--- config.mk ---
export PLATFORM = sky130hd
export DESIGN_NAME = dmem_responder_flat
export DESIGN_NICKNAME = d
export VERILOG_FILES = /design/src/rtl/dmem_responder_if.sv /design/src/rtl/dmem_responder.sv /design/src/flat_wrapper.sv
export SDC_FILE = /design/constraint.sdc
export NUM_CORES = 2
export LEC_CHECK = 0
export BUFFER_PORTS_ARGS = -buffer_cell sky130_fd_sc_hd__buf_2
export CAP_MARGIN = 15
export CORE_MARGIN = 8
export CORE_UTILIZATION = 60
export DETAILED_ROUTE_END_ITERATION = 7
export MAX_ROUTING_LAYER = met4
export PLACE_DENSITY = 0.76
export SLEW_MARGIN = 10
export SYNTH_ARGS = -nofsm -noshare
export SYNTH_HDL_FRONTEND = slang
export SYNTH_SLANG_ARGS = --single-unit
--- constraint.sdc ---
create_clock -name clk -period 5.95 [get_ports clk]
set_clock_uncertainty 0.15 [all_clocks]
set_input_delay 1.19 -clock clk [delete_from_list [all_inputs] [get_ports clk]]
set_output_delay 1.19 -clock clk [all_outputs]
set_load 0.01 [all_outputs]
--- src/rtl/dmem_responder_if.sv ---
// rtl/dmem_responder_if.sv - request/response bus between a core and the data memory responder.
interface dmem_responder_if;
   logic        req_valid;
   logic        req_ready;
   logic        req_we;
   logic [31:0] req_addr;
   logic [31:0] req_wdata;
   logic [3:0]  req_be;
   logic        resp_valid;
   logic        resp_ready;
   logic [31:0] resp_rdata;
   logic        resp_err;

   modport master (
      output req_valid, req_we, req_addr, req_wdata, req_be, resp_ready,
      input  req_ready, resp_valid, resp_rdata, resp_err
   );

   modport slave (
      input  req_valid, req_we, req_addr, req_wdata, req_be, resp_ready,
      output req_ready, resp_valid, resp_rdata, resp_err
   );
endinterface

--- src/rtl/dmem_responder.sv ---
// rtl/dmem_responder.sv - single-outstanding data memory responder with fixed response latency.
module dmem_responder #(
   parameter int DEPTH_WORDS = 64,
   parameter int LATENCY     = 2
) (
   input logic              clk,
   input logic              reset,
   dmem_responder_if.slave  bus
);
   localparam int         IDX_W    = (DEPTH_WORDS > 1) ? $clog2(DEPTH_WORDS) : 1;
   localparam logic [3:0] CNT_INIT = 4'(LATENCY - 1);

   typedef enum logic [1:0] {IDLE, WAIT, RESP} state_t;

   state_t             state_q, state_d;
   logic [3:0]         cnt_q, cnt_d;
   logic               we_q, we_d;
   logic [IDX_W-1:0]   idx_q, idx_d;
   logic [31:0]        wdata_q, wdata_d;
   logic [3:0]         be_q, be_d;
   logic               err_q, err_d;
   logic               req_ready_q, req_ready_d;
   logic               resp_valid_q, resp_valid_d;
   logic [31:0]        resp_rdata_q, resp_rdata_d;
   logic               resp_err_q, resp_err_d;

   logic [31:0]        mem [DEPTH_WORDS];

   logic               accept;
   logic               in_err;
   logic [IDX_W-1:0]   in_idx;
   logic               enter_resp;
   logic               f_we;
   logic [IDX_W-1:0]   f_idx;
   logic [31:0]        f_wdata;
   logic [3:0]         f_be;
   logic               f_err;
   logic               mem_we;

   assign accept = bus.req_valid & req_ready_q;
   assign in_idx = bus.req_addr[IDX_W+1:2];
   // Full 30-bit index compare so high addresses never alias onto the array.
   assign in_err = (bus.req_addr[1:0] != 2'b00) ||
                   ({2'b00, bus.req_addr[31:2]} >= 32'(DEPTH_WORDS));

   always_comb begin
      state_d      = state_q;
      cnt_d        = cnt_q;
      we_d         = we_q;
      idx_d        = idx_q;
      wdata_d      = wdata_q;
      be_d         = be_q;
      err_d        = err_q;
      resp_rdata_d = resp_rdata_q;
      resp_err_d   = resp_err_q;
      enter_resp   = 1'b0;
      f_we         = we_q;
      f_idx        = idx_q;
      f_wdata      = wdata_q;
      f_be         = be_q;
      f_err        = err_q;

      case (state_q)
         IDLE: begin
            if (accept) begin
               we_d    = bus.req_we;
               idx_d   = in_idx;
               wdata_d = bus.req_wdata;
               be_d    = bus.req_be;
               err_d   = in_err;
               if (LATENCY > 1) begin
                  state_d = WAIT;
                  cnt_d   = CNT_INIT;
               end else begin
                  // Single-cycle latency: the memory access happens on the accept edge itself.
                  state_d    = RESP;
                  enter_resp = 1'b1;
                  f_we       = bus.req_we;
                  f_idx      = in_idx;
                  f_wdata    = bus.req_wdata;
                  f_be       = bus.req_be;
                  f_err      = in_err;
               end
            end
         end
         WAIT: begin
            cnt_d = cnt_q - 4'd1;
            if (cnt_q == 4'd1) begin
               state_d    = RESP;
               enter_resp = 1'b1;
            end
         end
         RESP: begin
            if (bus.resp_ready) begin
               state_d = IDLE;
            end
         end
         default: state_d = IDLE;
      endcase

      if (enter_resp) begin
         resp_err_d   = f_err;
         resp_rdata_d = (!f_we && !f_err) ? mem[f_idx] : 32'd0;
      end

      req_ready_d  = (state_d == IDLE);
      resp_valid_d = (state_d == RESP);
      mem_we       = enter_resp && f_we && !f_err;
   end

   always_ff @(posedge clk) begin
      if (reset) begin
         state_q      <= IDLE;
         cnt_q        <= 4'd0;
         we_q         <= 1'b0;
         idx_q        <= '0;
         wdata_q      <= 32'd0;
         be_q         <= 4'd0;
         err_q        <= 1'b0;
         req_ready_q  <= 1'b1;
         resp_valid_q <= 1'b0;
         resp_rdata_q <= 32'd0;
         resp_err_q   <= 1'b0;
      end else begin
         state_q      <= state_d;
         cnt_q        <= cnt_d;
         we_q         <= we_d;
         idx_q        <= idx_d;
         wdata_q      <= wdata_d;
         be_q         <= be_d;
         err_q        <= err_d;
         req_ready_q  <= req_ready_d;
         resp_valid_q <= resp_valid_d;
         resp_rdata_q <= resp_rdata_d;
         resp_err_q   <= resp_err_d;
      end
   end

   // Memory has no reset; a reset on the commit edge drops the pending store.
   always_ff @(posedge clk) begin
      if (!reset && mem_we) begin
         for (int b = 0; b < 4; b++) begin
            if (f_be[b]) begin
               mem[f_idx][8*b +: 8] <= f_wdata[8*b +: 8];
            end
         end
      end
   end

   assign bus.req_ready  = req_ready_q;
   assign bus.resp_valid = resp_valid_q;
   assign bus.resp_rdata = resp_rdata_q;
   assign bus.resp_err   = resp_err_q;
endmodule

--- src/flat_wrapper.sv ---
// flat-port wrapper written by rule: the top's interface ports become plain ports
module dmem_responder_flat 
#(
   parameter int DEPTH_WORDS = 64,
   parameter int LATENCY     = 2
)
  (clk, reset, bus_req_valid, bus_req_we, bus_req_addr, bus_req_wdata, bus_req_be, bus_resp_ready, bus_req_ready, bus_resp_valid, bus_resp_rdata, bus_resp_err);
  dmem_responder_if bus_i ();
  input logic clk;
  input logic reset;
  input wire logic [$bits(bus_i.req_valid)-1:0] bus_req_valid;
  input wire logic [$bits(bus_i.req_we)-1:0] bus_req_we;
  input wire logic [$bits(bus_i.req_addr)-1:0] bus_req_addr;
  input wire logic [$bits(bus_i.req_wdata)-1:0] bus_req_wdata;
  input wire logic [$bits(bus_i.req_be)-1:0] bus_req_be;
  input wire logic [$bits(bus_i.resp_ready)-1:0] bus_resp_ready;
  output wire logic [$bits(bus_i.req_ready)-1:0] bus_req_ready;
  output wire logic [$bits(bus_i.resp_valid)-1:0] bus_resp_valid;
  output wire logic [$bits(bus_i.resp_rdata)-1:0] bus_resp_rdata;
  output wire logic [$bits(bus_i.resp_err)-1:0] bus_resp_err;
  assign bus_i.req_valid = bus_req_valid;
  assign bus_i.req_we = bus_req_we;
  assign bus_i.req_addr = bus_req_addr;
  assign bus_i.req_wdata = bus_req_wdata;
  assign bus_i.req_be = bus_req_be;
  assign bus_i.resp_ready = bus_resp_ready;
  assign bus_req_ready = bus_i.req_ready;
  assign bus_resp_valid = bus_i.resp_valid;
  assign bus_resp_rdata = bus_i.resp_rdata;
  assign bus_resp_err = bus_i.resp_err;
  dmem_responder #(.DEPTH_WORDS(DEPTH_WORDS), .LATENCY(LATENCY)) u_core (.clk(clk), .reset(reset), .bus(bus_i));
endmodule
==> flow_summary.json <==
{
  "status": "complete, but fails checks",
  "violations": "design-rule violations",
  "crit_arrival_ns": 4.89,
  "cp-end-kind": "flip-flop",
  "viasPerCell": 7.21,
  "setup_tns_ns": 0,
  "cts_buffer_depth": 3,
  "synth_cells": 4083,
  "ir_worst_vdd_mv": 0.302,
  "ys_ff_latch": 2139,
  "async_flop_share": 0,
  "drt-total-wl_mm": 248,
  "place_congestion": 0.981,
  "critPathLaunchType": "flip-flop",
  "seq_area_frac_synth": 0.761,
  "slowest_delay_ns": 0.85,
  "max_freq_mhz": 218,
  "drt_first_pass_iters": 8,
  "layout_setup_ws_ns": 1.36,
  "hold_class": "flip-flop to flip-flop",
  "clk_pin_slew_worst_paths_ns": 0.07,
  "yosysMostFrequentCell": "edfxtp_1",
  "syn2layout_area_growth_pct": 10.8,
  "cts_resized": 0,
  "p_leak_nw": 28.0,
  "synth_edf_count": 2048,
  "pre_cts_ws_ns": 1.51,
  "drive_above_1_share": 0.235,
  "period_minus_slack_ns": 4.59,
  "dieHeight_um": 388,
  "wl_met2_mm": 109,
  "intPower_mw": 25.1,
  "cp_max_fo": 52,
  "synth_area_leader_cell": "edfxtp_1",
  "synthDominantCellAreaShare": 0.740,
  "drv_slew": 0,
  "row_count": 136,
  "via_count": 45100,
  "pwr-share-clk": 0.394,
  "ios": 108,
  "coreArea_sq_um": 137000,
  "cp_slowest_cell": "nor4b_2",
  "htree_levels": 4,
  "grt_pass1_vias": 42900,
  "dp.final_hpwl_mm": 152,
  "mappedNetlistNets": 4158,
  "clk_latency_ns": 0.84,
  "post-route-drc-count": 32,
  "start_util": 0.605,
  "crit_path_cell_trace": "nor2b_1 -> nand2_1 -> nor4b_2 -> nand2_2 -> buf_4 -> nor2_1",
  "clk_root_buffer_cell": "clkbuf_16",
  "grt-ovfl-total": 0,
  "rsz0062_at_grt": "false",
  "antenna_found_initial": 29,
  "p_sw_mw": 7.74,
  "seqPwrFrac": 0.531,
  "critPathKind": "flip-flop to flip-flop",
  "required_ns": 6.25,
  "cts_sinks": 2139,
  "p_sw_frac": 0.236,
  "grt_start_max_net_pins": 107,
  "setup_viol": 0,
  "synth_commonest_cells": "edfxtp_1 (2048), mux4_2 (466), nor2_1 (302), nand2_1 (231), mux2i_1 (167)",
  "wl_per_cell_um": 39.7,
  "avgSynthCellArea_sq_um": 20.4,
  "synthFlopType": "edfxtp_1",
  "wl_met3_mm": 39.8,
  "cts_setup_buffers": 0,
  "die_x_um": 388,
  "p_per_area_nw_per_um2": 357,
  "pwr-share-comb": 0.075,
  "first_iter_violations": 7981,
  "slew-limit-headroom": 0.138,
  "layout_worst_path_cycle_share": 0.772,
  "die_area_sq_um": 151000,
  "port-buffer-count": 107,
  "finalHoldViolCount": 0,
  "fillers": 8364,
  "tightest_slew_ns": 1.29,
  "grt_usage": 0.335,
  "highest_layer": "met4",
  "netlist_area_sq_um": 83200,
  "synthTopCellsByArea": "edfxtp_1 (74%), mux4_2 (13%), dfxtp_1 (2.2%), mux2i_1 (2.0%), nor2_1 (1.4%)",
  "synth_cell_types": 72,
  "m1WireLength_mm": 84.2,
  "grt_pass1_wl_mm": 342,
  "yosys_warnings": 0,
  "cap_violations": 0,
  "cts_buffers": 196,
  "nets": 4299,
  "hold_buffers": 0,
  "cts_tree": "done",
  "antenna_left": 0
}
==> worst paths after layout <==
| kind | depth (start not counted) | startpoint | slack [ns] | to |
|---|---|---|---|---|
| worst max-delay path | 6 | u_core.state_q[0] | 1.36 | u_core.mem[18][28] |
| worst min-delay path | 2 | u_core.cnt_q[1] | 0.39 | u_core.cnt_q[1] |
| worst max register to register | 6 | u_core.state_q[0] | 1.36 | u_core.mem[18][28] |
| worst min register to register | 2 | u_core.cnt_q[1] | 0.39 | u_core.cnt_q[1] |
==> cells in the final DEF (no fill, tap or decap), types with 60 or more instances in the layout <==
cell type / count
buf_2: 107
mux4_2: 466
a21oi_1: 74
diode_2: 64
a22oi_1: 60
edfxtp_1: 2048
mux2i_1: 167
nor2_1: 301
nand2_1: 227
clkbuf_16: 199
==> logic make-up (layout without fill, tap and decap cells) <==
group | Yosys count | after routing | synth area share
AOI/OAI and AO/OA | 304 | 304 | 0.0251
adders and majority gates | 2 | 2 | 0.000301
buffers and inverters | 240 | 556 | 0.0172
DFF | 2139 | 2139 | 0.761
muxes | 688 | 688 | 0.158
other | 0 | 64 | 0
and+or+nand+nor | 710 | 710 | 0.0375
==> stage by stage <==
step / area (sq um) / util / hold WS, ns / power, mW / cells
4_1_cts: 91900 / 0.669 / 0.386 / 32.7 / 6191
3_3_place_gp: 85400 / 0.621 / 0.358 / 20.1 / 5818
3_5_place_dp: 85400 / 0.621 / 0.372 / 20.1 / 5818
6_report: 92100 / 0.670 / 0.385 / 32.9 / 6257
5_1_grt: 92100 / 0.670 / 0.415 / 33.4 / 6242
2_1_floorplan: 83200 / - / 0.287 / 18.9 / 4083
==> metal layers <==
| layer | global-route usage | vias up |
|---|---|---|
| met2 | 0.463 | 4323 |
| met4 | 0.169 | 0 |
| li1 | - | 17200 |
| met3 | 0.149 | 682 |
| met1 | 0.423 | 22900 |
| met5 | - | - |
==> final cells by class <==
type | instances | area, sq um | share of cell area
Clock inverter | 118 | 1280 | 0.0139
Tap cell | 1794 | 2240 | 0.0244
Antenna cell | 64 | 160 | 0.00174
Clock buffer | 255 | 5300 | 0.0575
Inverter | 6 | 22.5 | 0.000244
Timing Repair Buffer | 177 | 1180 | 0.0129
Multi-Input combinational cell | 1704 | 18500 | 0.200
Sequential cell | 2139 | 63500 | 0.689
==> power groups by stage <==
stage	logic (mW)	registers, mW	clock network [mW]
floorplan	1.59	17.3	0
global placement	2.33	17.8	0
detailed placement	2.35	17.8	0
CTS	2.37	17.4	12.9
global route	2.49	17.4	13.5
finish	2.45	17.5	13.0
==> sequential cells by signal (all words and copies together) (netlist names), 2 cells and up, named ones only <==
name and flops:
u_core.be_q 4, u_core.bus.resp_rdata 32, u_core.cnt_q 4, u_core.idx_q 6, u_core.mem 2048, u_core.state_q 2, u_core.wdata_q 32
==> worst max-delay path: cells and delay by family (launching register included) <==
kind | cells | cell delay [ns]
buffers and inverters | 1 | 0.53
DFF | 1 | 0.46
and+or+nand+nor | 5 | 3.03
Power figures use the tool's default switching activity.
